[src/rtl/tl_pkg.sv]
// ---------------------------------------------------------------------------
// tl_pkg
// Shared definitions for the A/D request-response channel pair: opcode
// constants, widths, the responder FSM state encoding, the response record
// and a helper that forms a response from a request and the addressed word.
// ---------------------------------------------------------------------------
package tl_pkg;

    localparam int ADDR_W = 4;
    localparam int DATA_W = 32;
    localparam int MASK_W = DATA_W / 8;
    localparam int DEPTH  = 1 << ADDR_W;

    // Channel A opcodes
    localparam logic [3:0] PUT_FULL = 4'h0;
    localparam logic [3:0] PUT_PART = 4'h1;
    localparam logic [3:0] GET      = 4'h4;

    // Channel D opcodes
    localparam logic [3:0] ACK      = 4'h0;
    localparam logic [3:0] ACK_DATA = 4'h1;

    typedef enum logic [1:0] {
        ST_IDLE = 2'd0,
        ST_WAIT = 2'd1,
        ST_RESP = 2'd2
    } state_e;

    typedef struct packed {
        logic [3:0]        opcode;
        logic [DATA_W-1:0] data;
        logic              error;
    } rsp_t;

    // Forms the D-channel response for a request. For Get, bytes whose mask
    // bit is clear read back as 0x00. Unknown opcodes are acknowledged with
    // the error flag set and no data.
    function automatic rsp_t build_rsp(input logic [3:0]        opcode,
                                       input logic [MASK_W-1:0] mask,
                                       input logic [DATA_W-1:0] word);
        rsp_t r;
        r = '0;
        case (opcode)
            GET: begin
                r.opcode = ACK_DATA;
                for (int i = 0; i < MASK_W; i++) begin
                    r.data[8*i +: 8] = mask[i] ? word[8*i +: 8] : 8'h00;
                end
            end
            PUT_FULL, PUT_PART: r.opcode = ACK;
            default: begin
                r.opcode = ACK;
                r.error  = 1'b1;
            end
        endcase
        return r;
    endfunction

endpackage

[src/rtl/slave_mem.sv]
// ---------------------------------------------------------------------------
// slave_mem
// 16 x 32 register memory with per-byte write enables, a combinational read
// port and asynchronous active-low clear of every word.
//   clk, rst_n : clock, asynchronous active-low clear
//   we         : per-byte write enables for word waddr
//   waddr/wdata: write address and data
//   raddr/rdata: combinational read port
// ---------------------------------------------------------------------------
module slave_mem
    import tl_pkg::*;
(
    input  logic              clk,
    input  logic              rst_n,
    input  logic [MASK_W-1:0] we,
    input  logic [ADDR_W-1:0] waddr,
    input  logic [DATA_W-1:0] wdata,
    input  logic [ADDR_W-1:0] raddr,
    output logic [DATA_W-1:0] rdata
);

    logic [DATA_W-1:0] mem_q [DEPTH];
    logic [DATA_W-1:0] mem_d [DEPTH];

    always_comb begin
        mem_d = mem_q;
        for (int b = 0; b < MASK_W; b++) begin
            if (we[b]) begin
                mem_d[waddr][8*b +: 8] = wdata[8*b +: 8];
            end
        end
    end

    // NOTE: this array is deliberately reset; the bus contract requires every
    // word to read as zero after reset, so it cannot map onto a RAM macro.
    always_ff @(posedge clk or negedge rst_n) begin
        if (!rst_n) begin
            for (int i = 0; i < DEPTH; i++) begin
                mem_q[i] <= '0;
            end
        end else begin
            mem_q <= mem_d;
        end
    end

    assign rdata = mem_q[raddr];

endmodule

[src/rtl/slave.sv]
// ---------------------------------------------------------------------------
// slave
// Responder on the A/D channel pair. Accepts one request at a time on A
// (PutFullData, PutPartialData, Get), services it against a 16-word memory
// and returns a single response on D after LATENCY wait cycles.
//   LATENCY             : wait cycles between acceptance and d_valid (0-15)
//   clk, rst_n          : clock, asynchronous active-low reset
//   a_valid/a_ready     : request handshake
//   a_opcode/a_mask/
//   a_address/a_data    : request fields
//   d_valid/d_ready     : response handshake
//   d_opcode/d_data/
//   d_error             : response fields (all registered)
// ---------------------------------------------------------------------------
module slave
    import tl_pkg::*;
#(
    parameter int unsigned LATENCY = 1
) (
    input  logic              clk,
    input  logic              rst_n,
    input  logic              a_valid,
    input  logic [3:0]        a_opcode,
    input  logic [MASK_W-1:0] a_mask,
    input  logic [ADDR_W-1:0] a_address,
    input  logic [DATA_W-1:0] a_data,
    output logic              a_ready,
    input  logic              d_ready,
    output logic              d_valid,
    output logic [3:0]        d_opcode,
    output logic [DATA_W-1:0] d_data,
    output logic              d_error
);

    localparam logic [3:0] LAT_LOAD = (LATENCY == 0) ? 4'd0 : 4'(LATENCY - 1);

    state_e            state_q, state_d;
    logic [3:0]        cnt_q, cnt_d;
    logic [3:0]        req_opcode_q, req_opcode_d;
    logic [MASK_W-1:0] req_mask_q, req_mask_d;
    logic [DATA_W-1:0] req_word_q, req_word_d;   // addressed word captured at acceptance
    rsp_t              rsp_q, rsp_d;

    logic [MASK_W-1:0] mem_we;
    logic [DATA_W-1:0] mem_rdata;

    slave_mem u_mem (
        .clk   (clk),
        .rst_n (rst_n),
        .we    (mem_we),
        .waddr (a_address),
        .wdata (a_data),
        .raddr (a_address),
        .rdata (mem_rdata)
    );

    // NOTE: every signal written here gets a default first, so no path
    // through the case statement can leave one unassigned and infer a latch.
    always_comb begin
        state_d      = state_q;
        cnt_d        = cnt_q;
        req_opcode_d = req_opcode_q;
        req_mask_d   = req_mask_q;
        req_word_d   = req_word_q;
        rsp_d        = rsp_q;
        mem_we       = '0;

        case (state_q)
            ST_IDLE: begin
                if (a_valid) begin
                    req_opcode_d = a_opcode;
                    req_mask_d   = a_mask;
                    req_word_d   = mem_rdata;
                    if (a_opcode == PUT_FULL) begin
                        mem_we = '1;
                    end else if (a_opcode == PUT_PART) begin
                        mem_we = a_mask;
                    end
                    if (LATENCY == 0) begin
                        // No wait stage: the latches are not yet loaded, so
                        // the response is formed straight from the request.
                        state_d = ST_RESP;
                        rsp_d   = build_rsp(a_opcode, a_mask, mem_rdata);
                    end else begin
                        state_d = ST_WAIT;
                        cnt_d   = LAT_LOAD;
                    end
                end
            end
            ST_WAIT: begin
                if (cnt_q == 4'd0) begin
                    state_d = ST_RESP;
                    rsp_d   = build_rsp(req_opcode_q, req_mask_q, req_word_q);
                end else begin
                    cnt_d = cnt_q - 4'd1;
                end
            end
            ST_RESP: begin
                if (d_ready) begin
                    state_d = ST_IDLE;
                    rsp_d   = '0;
                end
            end
            default: begin
                state_d = ST_IDLE;
                rsp_d   = '0;
            end
        endcase
    end

    // NOTE: state registers use non-blocking assignments so every flop samples
    // the pre-edge values regardless of process evaluation order.
    always_ff @(posedge clk or negedge rst_n) begin
        if (!rst_n) begin
            state_q      <= ST_IDLE;
            cnt_q        <= '0;
            req_opcode_q <= '0;
            req_mask_q   <= '0;
            req_word_q   <= '0;
            rsp_q        <= '0;
        end else begin
            state_q      <= state_d;
            cnt_q        <= cnt_d;
            req_opcode_q <= req_opcode_d;
            req_mask_q   <= req_mask_d;
            req_word_q   <= req_word_d;
            rsp_q        <= rsp_d;
        end
    end

    assign a_ready  = (state_q == ST_IDLE);
    assign d_valid  = (state_q == ST_RESP);
    assign d_opcode = rsp_q.opcode;
    assign d_data   = rsp_q.data;
    assign d_error  = rsp_q.error;

endmodule
[config.mk]
export PLATFORM = sky130hd
export DESIGN_NAME = slave
export DESIGN_NICKNAME = d
export VERILOG_FILES = /design/src/rtl/tl_pkg.sv /design/src/rtl/slave_mem.sv /design/src/rtl/slave.sv
export SDC_FILE = /design/constraint.sdc
export NUM_CORES = 1
export LEC_CHECK = 0
export BUFFER_PORTS_ARGS = -buffer_cell sky130_fd_sc_hd__buf_4
export CAP_MARGIN = 10
export CORE_ASPECT_RATIO = 1.75
export CORE_MARGIN = 4
export CORE_UTILIZATION = 30
export CTS_BUF_LIST = sky130_fd_sc_hd__clkbuf_4
export CTS_CLUSTER_DIAMETER = 80
export DETAILED_ROUTE_END_ITERATION = 7
export SYNTH_ARGS = -nofsm -noshare
export SYNTH_HDL_FRONTEND = slang
export SYNTH_HIERARCHICAL = 1
export SYNTH_SLANG_ARGS = --single-unit
[constraint.sdc]
create_clock -name clk -period 7.4 [get_ports clk]
set_input_delay 1.85 -clock clk [delete_from_list [all_inputs] [get_ports clk]]
set_output_delay 1.85 -clock clk [all_outputs]
set_load 0.05 [all_outputs]
### Yosys cells after proc, flatten, opt, wreduce, memory -nomap -nowiden

Index checks and enable logic that the tools add are counted.
Widths: inputs -> output; s select.

| storage, ports and cells | value |
|---|---|
| flip-flop bits (word level) | 595 |
| output and inout port bits | 39 |
| word-level logic and storage cells | 89 |

| cells by class | value |
|---|---|
| add/subtract/negate cells | 1 |
| magnitude comparators | 2 |
| eq/ne operators | 9 |
| muxes and demuxes | 40 |
| bitwise gates (word level) | 2 |
| reductions and logical operators | 11 |

Operators by type and width:

| operator | number |
|---|---|
| $bwmux 512 | 4 |
| $mux 512 | 4 |
| $demux 32 s4 | 4 |
| $bmux 32 s4 | 1 |
| $mux 32 | 4 |
| $pmux 37 s3 | 1 |
| $mux 37 | 2 |
| $mux 8 | 5 |
| $mux 24 | 1 |
| $mux 4 | 6 |
| $mux 16 | 1 |
| $logic_not 4->1 | 3 |
| $reduce_and 3->1 | 3 |
| $eq 4x1->1 const B | 2 |
| $ne 2x2->1 const B | 4 |
| $pmux 4 s2 | 1 |
| $mux 2 | 3 |
| $pmux 2 s3 | 1 |
| $ge 5x5->1 const B | 1 |
| $lt 5x1->1 const B | 1 |
| $not 4->5 | 1 |
| $eq 4x3->1 const B | 1 |
| $sub 4x1->4 const B | 1 |
| $reduce_or 3->1 | 1 |
| 8 further kinds | 9 |

### Logic depth before layout (Yosys ltp)

Gate-level depths: netlist (run 1).

| logic depth | value |
|---|---|
| word-level depth | 13 |
| mapped depth | 7 |
| mapped depth without buffers | 6 |

### By module

The synthesis (run 1) kept the hierarchy.

By module, submodules not included:

| module | times used | cells each | area an instance (µm²) | sequential area each (µm²) |
|---|---|---|---|---|
| slave_mem | 1 | 1426 | 23744.0 | 12812.3 |
| slave | 1 | 226 | 3206.8 | 2001.9 |

### Worst setup path after synthesis (run 1)

OpenSTA, ideal clock, no wires.

| path | value |
|---|---|
| kind | input-to-reg |
| start point | in a_valid |
| end point | reg u_mem/mem_q[256] in the netlist's numbering |
| setup time | 125 ps |
| arrival time | 4173 ps |
| data required time | 7275 ps |
| setup slack | 3103 ps |
| stages | 6 |
| path buffers | 0 |
| path through | or3b_2 -> or4_1 -> a21oi_1 -> nand3b_4 -> nor2_2 -> mux2_2 |

| on the way | value |
|---|---|
| longest elaborated chain between the ends | 9 |

Ends and longest elaborated chain:

| item | RTL line | text |
|---|---|---|
| from (decl) | slave.sv:22 | `input logic a_valid,` |
| $mux 4 * | slave.sv:70 | `if (a_valid) begin` |
| $mux 4 * | slave.sv:68 | `case (state_q)` |
| net mem_we[0] | slave.sv:44 | `logic [MASK_W-1:0] mem_we;` |
| $mux 512 * | slave_mem.sv:28 | `if (we[b]) begin` |
| $bwmux 512 | slave_mem.sv:29 | `mem_d[waddr][8*b +: 8] = wdata[8*b +: 8];` |
| $mux 512 * | slave_mem.sv:28 |  |
| $bwmux 512 | slave_mem.sv:29 |  |
| $mux 512 * | slave_mem.sv:28 |  |
| $bwmux 512 | slave_mem.sv:29 |  |
| $mux 512 * | slave_mem.sv:28 |  |
| to (signal assigned) | slave_mem.sv:42 | `mem_q <= mem_d;` |
| to (decl) | slave_mem.sv:22 | `logic [DATA_W-1:0] mem_q [DEPTH];` |

The timed path passes the listed nets; every way through them passes the cells marked *.
A chain may end at the register's enable or synchronous reset.

### Final worst setup path (run 1)

| path | value |
|---|---|
| start point | in a_valid |
| end point | reg u_mem/mem_q[415] in the netlist's numbering |

| on the way | value |
|---|---|
| elaborated cells on any way between the ends | 9 |
| classes of those cells | mux: 9 |

RTL lines:

| item | RTL line |
|---|---|
| $mux 4 | slave.sv:70 |
| $mux 4 | slave.sv:68 |
| net mem_we[3] | slave.sv:44 |
| $mux 512 | slave_mem.sv:28 |

The timed path passes the listed nets, and every way through them passes these cells.

==> results.sh, run 1 <==
export IMPL_fmax_mhz=242
export IMPL_synth_edff_count=0
export IMPL_period_needed_ns=4.14
export IMPL_worstPathRequired_ns=8.14
export IMPL_cp_data_arrival_time_ns=4.88
export IMPL_dr_total_vias=15000
export IMPL_drive_above_1_share_pct=56.5
export IMPL_cts_hold_buffers=0
export IMPL_io_pins=87
export IMPL_cap_viol_max_count=0
export IMPL_leakage_nw=15.1
export IMPL_rsz0062_at_grt="false"
export IMPL_relSlewSlack_pct=26.2
export IMPL_cts_resized=0
export IMPL_reg2reg_depth=6
export IMPL_power_share_clock_pct=35.0
export IMPL_rr_endpoint="u_mem/mem_q[415]"
export IMPL_cp_end_kind="register"
export IMPL_rr_startpoint="state_q[1]"
export IMPL_die_x_um=235
export IMPL_antenna_found_initial=9
export IMPL_seqPwrFrac_pct=51.4
export IMPL_path_buf_inv=1
export IMPL_ys_warn_count=6
export IMPL_powerDensity_nw_per_um2=234
export IMPL_grt_max_degree=156
export IMPL_post_dp_hpwl_mm=42.9
export IMPL_synth_top_cell_by_area="dfrtp_1"
export IMPL_drc_errors=0
export IMPL_synth_area_top_cells="dfrtp_1, mux2_2, mux4_2"
export IMPL_power_w=0.00711
export IMPL_fp_dieArea_sq_um=94900
export IMPL_critical_path_max_stage_delay_ns=0.88
export IMPL_cts_buffers=135
export IMPL_cts_sinks=592
export IMPL_synth_distinct_cells=51
export IMPL_grt_pass1_vias=17500
export IMPL_holdPathEnd="d_opcode[0]"
export IMPL_cp_max_fo=8
export IMPL_hold_path_startpoint="d_opcode[0]"
export IMPL_gp_congestion=0.760
export IMPL_nFillCells=8666
export IMPL_io_buffer_count=83
export IMPL_drv_slew=0
export IMPL_clkTransAtPathRegs_ns=0.06
export IMPL_routed_wl_mm=65.8
export IMPL_p_switching_w=0.00196
export IMPL_root_buffer="clkbuf_4"
export IMPL_synth_ff_type="dfrtp_1"
export IMPL_critPathKind="input port to register"
export IMPL_grt_use_total_pct=14.1
export IMPL_cts_buffer_depth=3
export IMPL_synth_seq_cells=592
export IMPL_fin_nets=1840
export IMPL_postRouteAntennaNets=0
export IMPL_peakVddDrop_mv=0.0955
export IMPL_grt_pass1_wl_mm=102
export IMPL_path_cells="buf_4 > or3b_2 > or4_1 > a21oi_1 > nor3b_4 > nand3_2 > mux2_2"
export IMPL_synthArstFlopShare_pct=100
export IMPL_vias_per_cell=4.90
export IMPL_die_h_um=405
export IMPL_syn_avg_cell_area_sq_um=16.3
export IMPL_p_sw_share_pct=27.6
export IMPL_hold_violations=0
export IMPL_syn_to_final_growth_pct=12.9
export IMPL_netlist_area_leader_share_pct=55.0
export IMPL_cp_start_kind="input port"
export IMPL_drt_iter0_drc=689
export IMPL_drt_pass1_iter_count=4
export IMPL_final_setup_viol_count=0
export IMPL_synthCells=1652
export IMPL_internal_power_w=0.00515
export IMPL_final_cells=3066
export IMPL_finalCritPeriodShare_pct=55.9
export IMPL_finish_utilization_pct=34.1
export IMPL_tns_ns=0
export IMPL_final_area_sq_um=30400
export IMPL_status="completed"
export IMPL_ys_seq_area_share_pct=55.0
export IMPL_fp_coreArea_sq_um=89300
export IMPL_grt_ovfl_total=0
export IMPL_pwr_share_comb_pct=13.6
export IMPL_hold_path_class="register to register"
export IMPL_tightest_slew_ns=1.11
export IMPL_dp_cells=2829
export IMPL_rows=145
export IMPL_insertion_delay_ns=0.89
export IMPL_h_tree_depth=4
export IMPL_fin_skew_ns=0.0360
export IMPL_dpl_cell_area_sq_um=28800
export IMPL_post_cts_buffers=0
export IMPL_cp_slowest_cell="a21oi_1"
export IMPL_wl_per_cell_um=21.5
export IMPL_worst_path_dominant_cell_family="simple AND/OR/NAND/NOR gates"
export IMPL_start_util_pct=30.2
export IMPL_rrSetupSlack_ns=3.76
export IMPL_syn_cell_area_sq_um=27000
export IMPL_cts_tree="done"
export IMPL_min_path_cells=1
-- routing by layer --
layer  vias up  global-route usage, %  wire length [um]
li1       6557                      -                 -
met1      8023                   14.9             24000
met2       312                   26.8             37000
met3       121                   3.46              3020
met4         4                   4.95              1690
met5         -                      0                14
-- state kept, by name (all words and copies together), names as in the netlist --
name	cells
req_opcode_q	4
req_word_q	32
cnt_q	4
u_mem/mem_q	512
req_mask_q	4
state_q	2
d_opcode	1
d_data	32
d_error	1
-- worst max-delay path by stage --
stage,start,end,slack (ns),cells after the start
after floorplan,a_valid,u_mem/mem_q[256],3.10,6
after global placement,a_valid,u_mem/mem_q[408],2.41,7
after detailed placement,a_valid,u_mem/mem_q[280],2.35,7
after CTS,a_valid,u_mem/mem_q[410],3.35,7
after global routing,a_valid,u_mem/mem_q[410],3.27,7
final,a_valid,u_mem/mem_q[415],3.26,7
-- layout by cell type, fill, tap and decap left out, drive strengths merged, types with 2 or more instances in the layout --
cell type    n
diode        7
mux2       548
nor2b        6
nor2        52
o21ai        8
dfrtp      592
a21o         2
mux4       128
inv         20
nand2b       4
nand2       52
clkbuf     186
nor3b        5
ha           2
buf         99
clkinv      34
a21oi        5
a22o        30
or3b         2
bufinv       2
a22oi       64
nand3b       8
nand3        8
conb         3
or4          2
and2         2
nor4         6
a32o         2
-- power by group through the flow --
stage	logic (W)	clock network (W)	registers, W
4_1_cts	0.000994	0.00261	0.00365
6_report	0.000969	0.00249	0.00365
3_3_place_gp	0.000953	0	0.00369
5_1_grt	0.00105	0.00275	0.00368
3_5_place_dp	0.000993	0	0.00372
2_1_floorplan	0.000667	0	0.00368
-- final cells by class --
class,instances,area [sq um],share of cell area (%)
well taps,1176,1470,4.84
clock buffers,186,1400,4.59
clock inverters,44,221,0.728
inverters,12,45.0,0.148
diodes,7,17.5,0.0576
flip-flops and latches,592,14800,48.7
repair buffers,99,812,2.67
multi-input cells,950,11600,38.3
-- cell usage after synthesis (8+ instances only) --
cell	instances
dfrtp_1	592
nand2_2	12
nor2_2	9
nor2_8	32
inv_1	12
clkbuf_1	64
buf_2	18
buf_4	8
a22o_1	30
a22oi_1	64
mux2_2	541
nand2_1	40
mux4_2	128
-- metrics by stage --
| stage | hold slack (ns) | worst slack (ns) |
|---|---|---|
| floorplan | 0.450 | 3.10 |
| global placement | 0.463 | 2.41 |
| detailed placement | 0.467 | 2.35 |
| CTS | 0.478 | 3.35 |
| global route | 0.506 | 3.27 |
| finish | 0.475 | 3.26 |
-- cells by family after synthesis --
family                   count (synthesis)  share of synthesized area (%)
buffers and inverters                  112                           2.01
other                                    1                         0.0139
adder cells (fa/ha/maj)                  2                         0.0928
AO/OA/AOI/OAI                          117                           3.31
multiplexers                           676                           33.6
AND/OR/NAND/NOR                        152                           6.01
flip-flops                             592                           55.0
-- worst reg2reg max path: stages (launching register included) --
cell	delay [ns]
dfrtp_1	0.52
or3b_2	0.51
or4_1	0.50
a21oi_1	0.88
nor3b_4	0.44
nand3_2	0.29
mux2_2	0.37
No activity file was read; power rests on OpenSTA's default activity.
==> run 2: changes to the inputs <==
Clock period 7.4 ns to 3.38 ns, I/O delays scaled along.
==> run 2 against run 1 <==
Against the previous run: cell count grew 1.9%; largest power group unchanged; sequential share of layout area shrank 1.4 points; clock-buffer cell count grew 15; core utilization grew 0.98 points; total power grew 130%; via count grew 2.8%; first-iteration DRC count grew 7.7%; sequential power grew 120%; clock skew grew 0.0067 ns; non-clock buffer count grew 52; flip-flop and latch count is the same; combinational power grew 130%.
==> results.sh, run 2 (synthesis gave the netlist of run 1 again) <==
export IMPL_largest_register_ffs=512
export IMPL_seq_area_sq_um=14800
export IMPL_timing_hold_ws_ns=0.156
export IMPL_worstPathRequired_ns=4.15
export IMPL_clkTransAtPathRegs_ns=0.07
export IMPL_vias_per_cell=4.94
export IMPL_gp_congestion=0.764
export IMPL_drc_errors=0
export IMPL_cp_end_kind="register"
export IMPL_cp_max_fo=10
export IMPL_die_x_um=235
export IMPL_drive_above_1_share_pct=58.1
export IMPL_insertion_delay_ns=0.91
export IMPL_cts_sinks=592
export IMPL_nFillCells=8572
export IMPL_grt_use_total_pct=14.6
export IMPL_period_needed_ns=3.16
export IMPL_finalCritPeriodShare_pct=93.4
export IMPL_die_h_um=405
export IMPL_final_cell_mix="dfrtp_1, mux2_2, clkbuf_4"
export IMPL_post_dp_hpwl_mm=45.7
export IMPL_wl_per_cell_um=21.7
export IMPL_reg2reg_depth=7
export IMPL_leakage_nw=15.5
export IMPL_h_tree_depth=4
export IMPL_top_register="u_mem/mem_q"
export IMPL_fp_dieArea_sq_um=94900
export IMPL_drt_iter0_drc=742
export IMPL_start_util_pct=30.2
export IMPL_rr_endpoint="u_mem/mem_q[409]"
export IMPL_drt_pass1_iter_count=7
export IMPL_rrSetupSlack_ns=0.22
export IMPL_hold_violations=0
export IMPL_tns_ns=0
export IMPL_fin_nets=1897
export IMPL_relSlewSlack_pct=20.3
export IMPL_postRouteAntennaNets=0
export IMPL_cap_viol_max_count=0
export IMPL_min_path_cells=2
export IMPL_fmax_mhz=317
export IMPL_grt_max_degree=71
export IMPL_routed_wl_mm=67.9
export IMPL_cp_data_arrival_time_ns=3.93
export IMPL_cts_buffers=140
export IMPL_rsz0062_at_grt="false"
export IMPL_grt_ovfl_total=0
export IMPL_grt_pass1_vias=17700
export IMPL_final_setup_viol_count=0
export IMPL_multi_input_area_sq_um=11600
export IMPL_syn_to_final_growth_pct=16.1
export IMPL_critPathKind="register to register"
export IMPL_cts_buffer_depth=3
export IMPL_fin_skew_ns=0.0426
export IMPL_hold_path_class="input port to register"
export IMPL_drv_slew=0
export IMPL_dp_cells=2880
export IMPL_io_buffer_count=83
export IMPL_cts_tree="done"
export IMPL_dr_total_vias=15400
export IMPL_rr_startpoint="state_q[1]"
export IMPL_hold_path_startpoint="d_ready"
export IMPL_status="completed"
export IMPL_peakVddDrop_mv=0.225
export IMPL_holdPathEnd="state_q[1]"
export IMPL_final_cells=3123
export IMPL_tightest_slew_ns=1.19
export IMPL_cp_start_kind="register"
export IMPL_grt_pass1_wl_mm=106
export IMPL_cts_resized=0
export IMPL_root_buffer="clkbuf_4"
export IMPL_io_pins=87
export IMPL_antenna_found_initial=5
export IMPL_fp_coreArea_sq_um=89300
export IMPL_powerDensity_nw_per_um2=512
export IMPL_rows=145
export IMPL_final_common_cell="dfrtp_1"
==> run 2: cell types whose count changed in the layout (fill, tap and decap cells not counted) <==
cell,previous run,this run
inv_2,8,3
clkinv_1,31,25
diode_2,7,5
clkbuf_4,186,201
clkinv_2,3,4
buf_4,92,115
bufinv_16,2,4
buf_12,4,32
dlygate4sd3_1,0,1
==> run 2: critical path: stages (launching register included) <==
cell     delay [ns]
dfrtp_1        0.51
or3b_2         0.50
or4_1          0.51
a21oi_1        0.24
buf_4          0.24
nor3b_4        0.33
nand3_2        0.32
mux2_2         0.37
==> run 2: worst max-delay path by stage <==
stage | from | to | slack, ns | cells past startpoint
global placement | a_valid | u_mem/mem_q[410] | -0.12 | 8
finish | state_q[1] | u_mem/mem_q[409] | 0.22 | 7
detailed placement | a_valid | u_mem/mem_q[415] | -0.11 | 8
floorplan | a_valid | u_mem/mem_q[256] | 0.09 | 6
CTS | state_q[1] | u_mem/mem_q[414] | 0.22 | 7
global route | state_q[1] | u_mem/mem_q[414] | 0.07 | 7
==> run 2: where the power goes <==
group | internal, W | total [W] | switching (W)
registers | 0.00767 | 0.00800 | 0.000329
clock network | 0.00303 | 0.00582 | 0.00279
logic | 0.000966 | 0.00221 | 0.00125
==> run 2: area by class of cell <==
class / instances / share of cell area [%]
multi-input combinational: 950 / 37.2
tap: 1176 / 4.70
clock buffer: 201 / 4.82
timing repair buffer: 151 / 4.97
inverter: 12 / 0.144
antenna: 5 / 0.0400
clock inverter: 36 / 0.784
sequential: 592 / 47.3
==> run 2: metrics by stage <==
step           instance area [sq um]  total power [W]  setup slack [ns]  util [%]
4_1_cts                        31300           0.0164             0.221      35.0
5_1_grt                        31300           0.0169            0.0670      35.1
3_3_place_gp                   29500           0.0103            -0.119      33.1
3_5_place_dp                   29500           0.0104            -0.112      33.1
2_1_floorplan                  27000          0.00951            0.0876         -
6_report                       31300           0.0160             0.222      35.1
==> run 2: per-layer routing <==
metal	part of all wire, %	GRT usage, %
met1	37	15.7
met2	56	27.4
met3	4.0	3.12
met4	3.2	5.60
met5	0.010	0
==> run 2: timing repair <==
action,CTS,global route
buffers inserted,0,0
endpoints found under the hold margin,56,0
hold buffers,1,0
==> run 3: changes to the inputs <==
Settings changed: CORE_ASPECT_RATIO 1.75 to 1.5.
==> run 3 against run 2 <==
Against the previous run: first-iteration DRC count fell by 21%; sequential power barely moved; fmax rose by 7.5%; non-clock buffer count rose by 3; clock power rose by 1%; critical path type unchanged; critical endpoint unchanged; largest cell class unchanged.
==> results.sh, run 3 (synthesis gave the netlist of run 1 again) <==
export IMPL_grt_max_degree=80
export IMPL_start_util_pct=30.3
export IMPL_power_share_clock_pct=36.7
export IMPL_post_dp_hpwl_mm=44.5
export IMPL_final_setup_viol_count=0
export IMPL_cp_end_kind="register"
export IMPL_relSlewSlack_pct=21.4
export IMPL_h_tree_depth=4
export IMPL_drt_iter0_drc=588
export IMPL_largest_register_ffs=512
export IMPL_worstPathRequired_ns=4.11
export IMPL_post_cts_buffers=0
export IMPL_dr_total_vias=15200
export IMPL_drive_above_1_share_pct=58.5
export IMPL_worst_slack_ns=0.443
export IMPL_rsz0062_at_grt="false"
export IMPL_drt_pass1_iter_count=4
export IMPL_hold_path_startpoint="d_ready"
export IMPL_cts_buffers=146
export IMPL_fp_dieArea_sq_um=94800
export IMPL_min_path_cells=2
export IMPL_rr_startpoint="state_q[0]"
export IMPL_fp_coreArea_sq_um=89000
export IMPL_rr_endpoint="u_mem/mem_q[409]"
export IMPL_timing_hold_ws_ns=0.215
export IMPL_finalCritPeriodShare_pct=86.9
export IMPL_cp_max_fo=8
export IMPL_fin_nets=1906
export IMPL_grt_pass1_vias=17600
export IMPL_holdPathEnd="state_q[1]"
export IMPL_die_h_um=375
export IMPL_internal_power_w=0.0117
export IMPL_cts_buffer_depth=3
export IMPL_p_switching_w=0.00434
export IMPL_rows=134
export IMPL_routed_wl_mm=66.4
export IMPL_critPathKind="register to register"
export IMPL_cp_data_arrival_time_ns=3.66
export IMPL_cts_resized=0
export IMPL_rrSetupSlack_ns=0.44
export IMPL_cts_tree="done"
export IMPL_cp_slowest_cell="or4_1"
export IMPL_p_sw_share_pct=27.0
export IMPL_powerDensity_nw_per_um2=514
export IMPL_grt_pass1_wl_mm=104
export IMPL_postRouteAntennaNets=0
export IMPL_insertion_delay_ns=0.87
export IMPL_final_cell_mix="dfrtp_1, mux2_2, clkbuf_4"
export IMPL_grt_use_total_pct=14.2
export IMPL_path_cells="or3b_2 > or4_1 > a21oi_1 > buf_4 > nor3b_4 > nand3_2 > mux2_2"
export IMPL_tns_ns=0
export IMPL_critical_path_max_stage_delay_ns=0.56
export IMPL_reg2reg_depth=7
export IMPL_status="completed"
export IMPL_fmax_mhz=341
export IMPL_grt_ovfl_total=0
export IMPL_pwr_share_comb_pct=13.7
export IMPL_gp_congestion=0.739
export IMPL_drc_errors=0
export IMPL_leakage_nw=15.6
export IMPL_clkTransAtPathRegs_ns=0.07
export IMPL_cap_viol_max_count=0
export IMPL_hold_path_class="input port to register"
export IMPL_syn_to_final_growth_pct=16.0
export IMPL_antenna_found_initial=3
export IMPL_period_needed_ns=2.94
export IMPL_root_buffer="clkbuf_4"
export IMPL_fin_skew_ns=0.0363
export IMPL_io_pins=87
export IMPL_post_place_ws_ns=-0.144
export IMPL_seqPwrFrac_pct=49.6
export IMPL_wl_per_cell_um=21.4
export IMPL_vias_per_cell=4.90
export IMPL_power_w=0.0161
export IMPL_cp_start_kind="register"
export IMPL_finish_utilization_pct=35.1
export IMPL_drv_slew=0
export IMPL_hold_violations=0
export IMPL_die_x_um=253
export IMPL_final_common_cell="dfrtp_1"
export IMPL_tightest_slew_ns=1.18
export IMPL_cts_sinks=592
export IMPL_top_register="u_mem/mem_q"
export IMPL_io_buffer_count=83
export IMPL_peakVddDrop_mv=0.253
-- run 3: changes by cell type in the layout (fill, tap and decap cells not counted), moves of 3 or more --
cell,delta
buf_4,+9
clkinv_1,-4
buf_12,-6
diode_2,-3
clkbuf_4,+6
inv_2,+3
-- run 3: metal layers --
layer  wire length (um)  share of wire (%)  GRT usage (%)
met4               1860                2.8           5.12
met1              25900                 39           16.3
met5                 13              0.020              0
met3               2980                4.5           3.11
met2              35600                 54           25.8
-- run 3: critical path, delay by kind of cell (launching register included) --
kind / cells / cell delay [ns]
DFF: 1 / 0.37
and+or+nand+nor: 4 / 1.66
buffers and inverters: 1 / 0.21
AOI/OAI and AO/OA: 1 / 0.21
muxes: 1 / 0.37
-- run 3: worst max-delay path by stage --
stage	cells after the start	end	startpoint	slack [ns]
finish	7	u_mem/mem_q[409]	state_q[0]	0.44
global route	7	u_mem/mem_q[409]	state_q[0]	0.31
CTS	7	u_mem/mem_q[404]	state_q[0]	0.42
detailed placement	8	u_mem/mem_q[404]	a_valid	-0.14
global placement	8	u_mem/mem_q[407]	a_valid	-0.08
floorplan	6	u_mem/mem_q[256]	a_valid	0.09
-- run 3: timing repair --
action | in CTS | in global routing
setup endpoints to repair | 0 | 0
hold endpoints to repair | 48 | 0
hold buffers | 1 | 0
-- run 3: per-stage QoR --
| stage | instances | instance area [sq um] |
|---|---|---|
| finish | 3109 | 31300 |
| global route | 3108 | 31300 |
| CTS | 3107 | 31300 |
| detailed placement | 2863 | 29400 |
| global placement | 2863 | 29400 |
| floorplan | 1654 | 27000 |
-- run 3: cell type report --
cell class                      instances  area [sq um]
Clock inverter                         36           249
Antenna cell                            2          5.00
Timing Repair Buffer                  154          1500
Clock buffer                          207          1550
Fill cell                            8473         57800
Multi-Input combinational cell        950         11600
Sequential cell                       592         14800
Tap cell                             1156          1450
Inverter                               12          45.0
-- run 3: power by group through the flow --
stage / Clock, W / Sequential [W] / Combinational [W]
after floorplan: 0 / 0.00805 / 0.00146
after global placement: 0 / 0.00806 / 0.00218
after detailed placement: 0 / 0.00811 / 0.00225
after CTS: 0.00618 / 0.00797 / 0.00226
after global routing: 0.00654 / 0.00804 / 0.00241
final: 0.00590 / 0.00798 / 0.00221
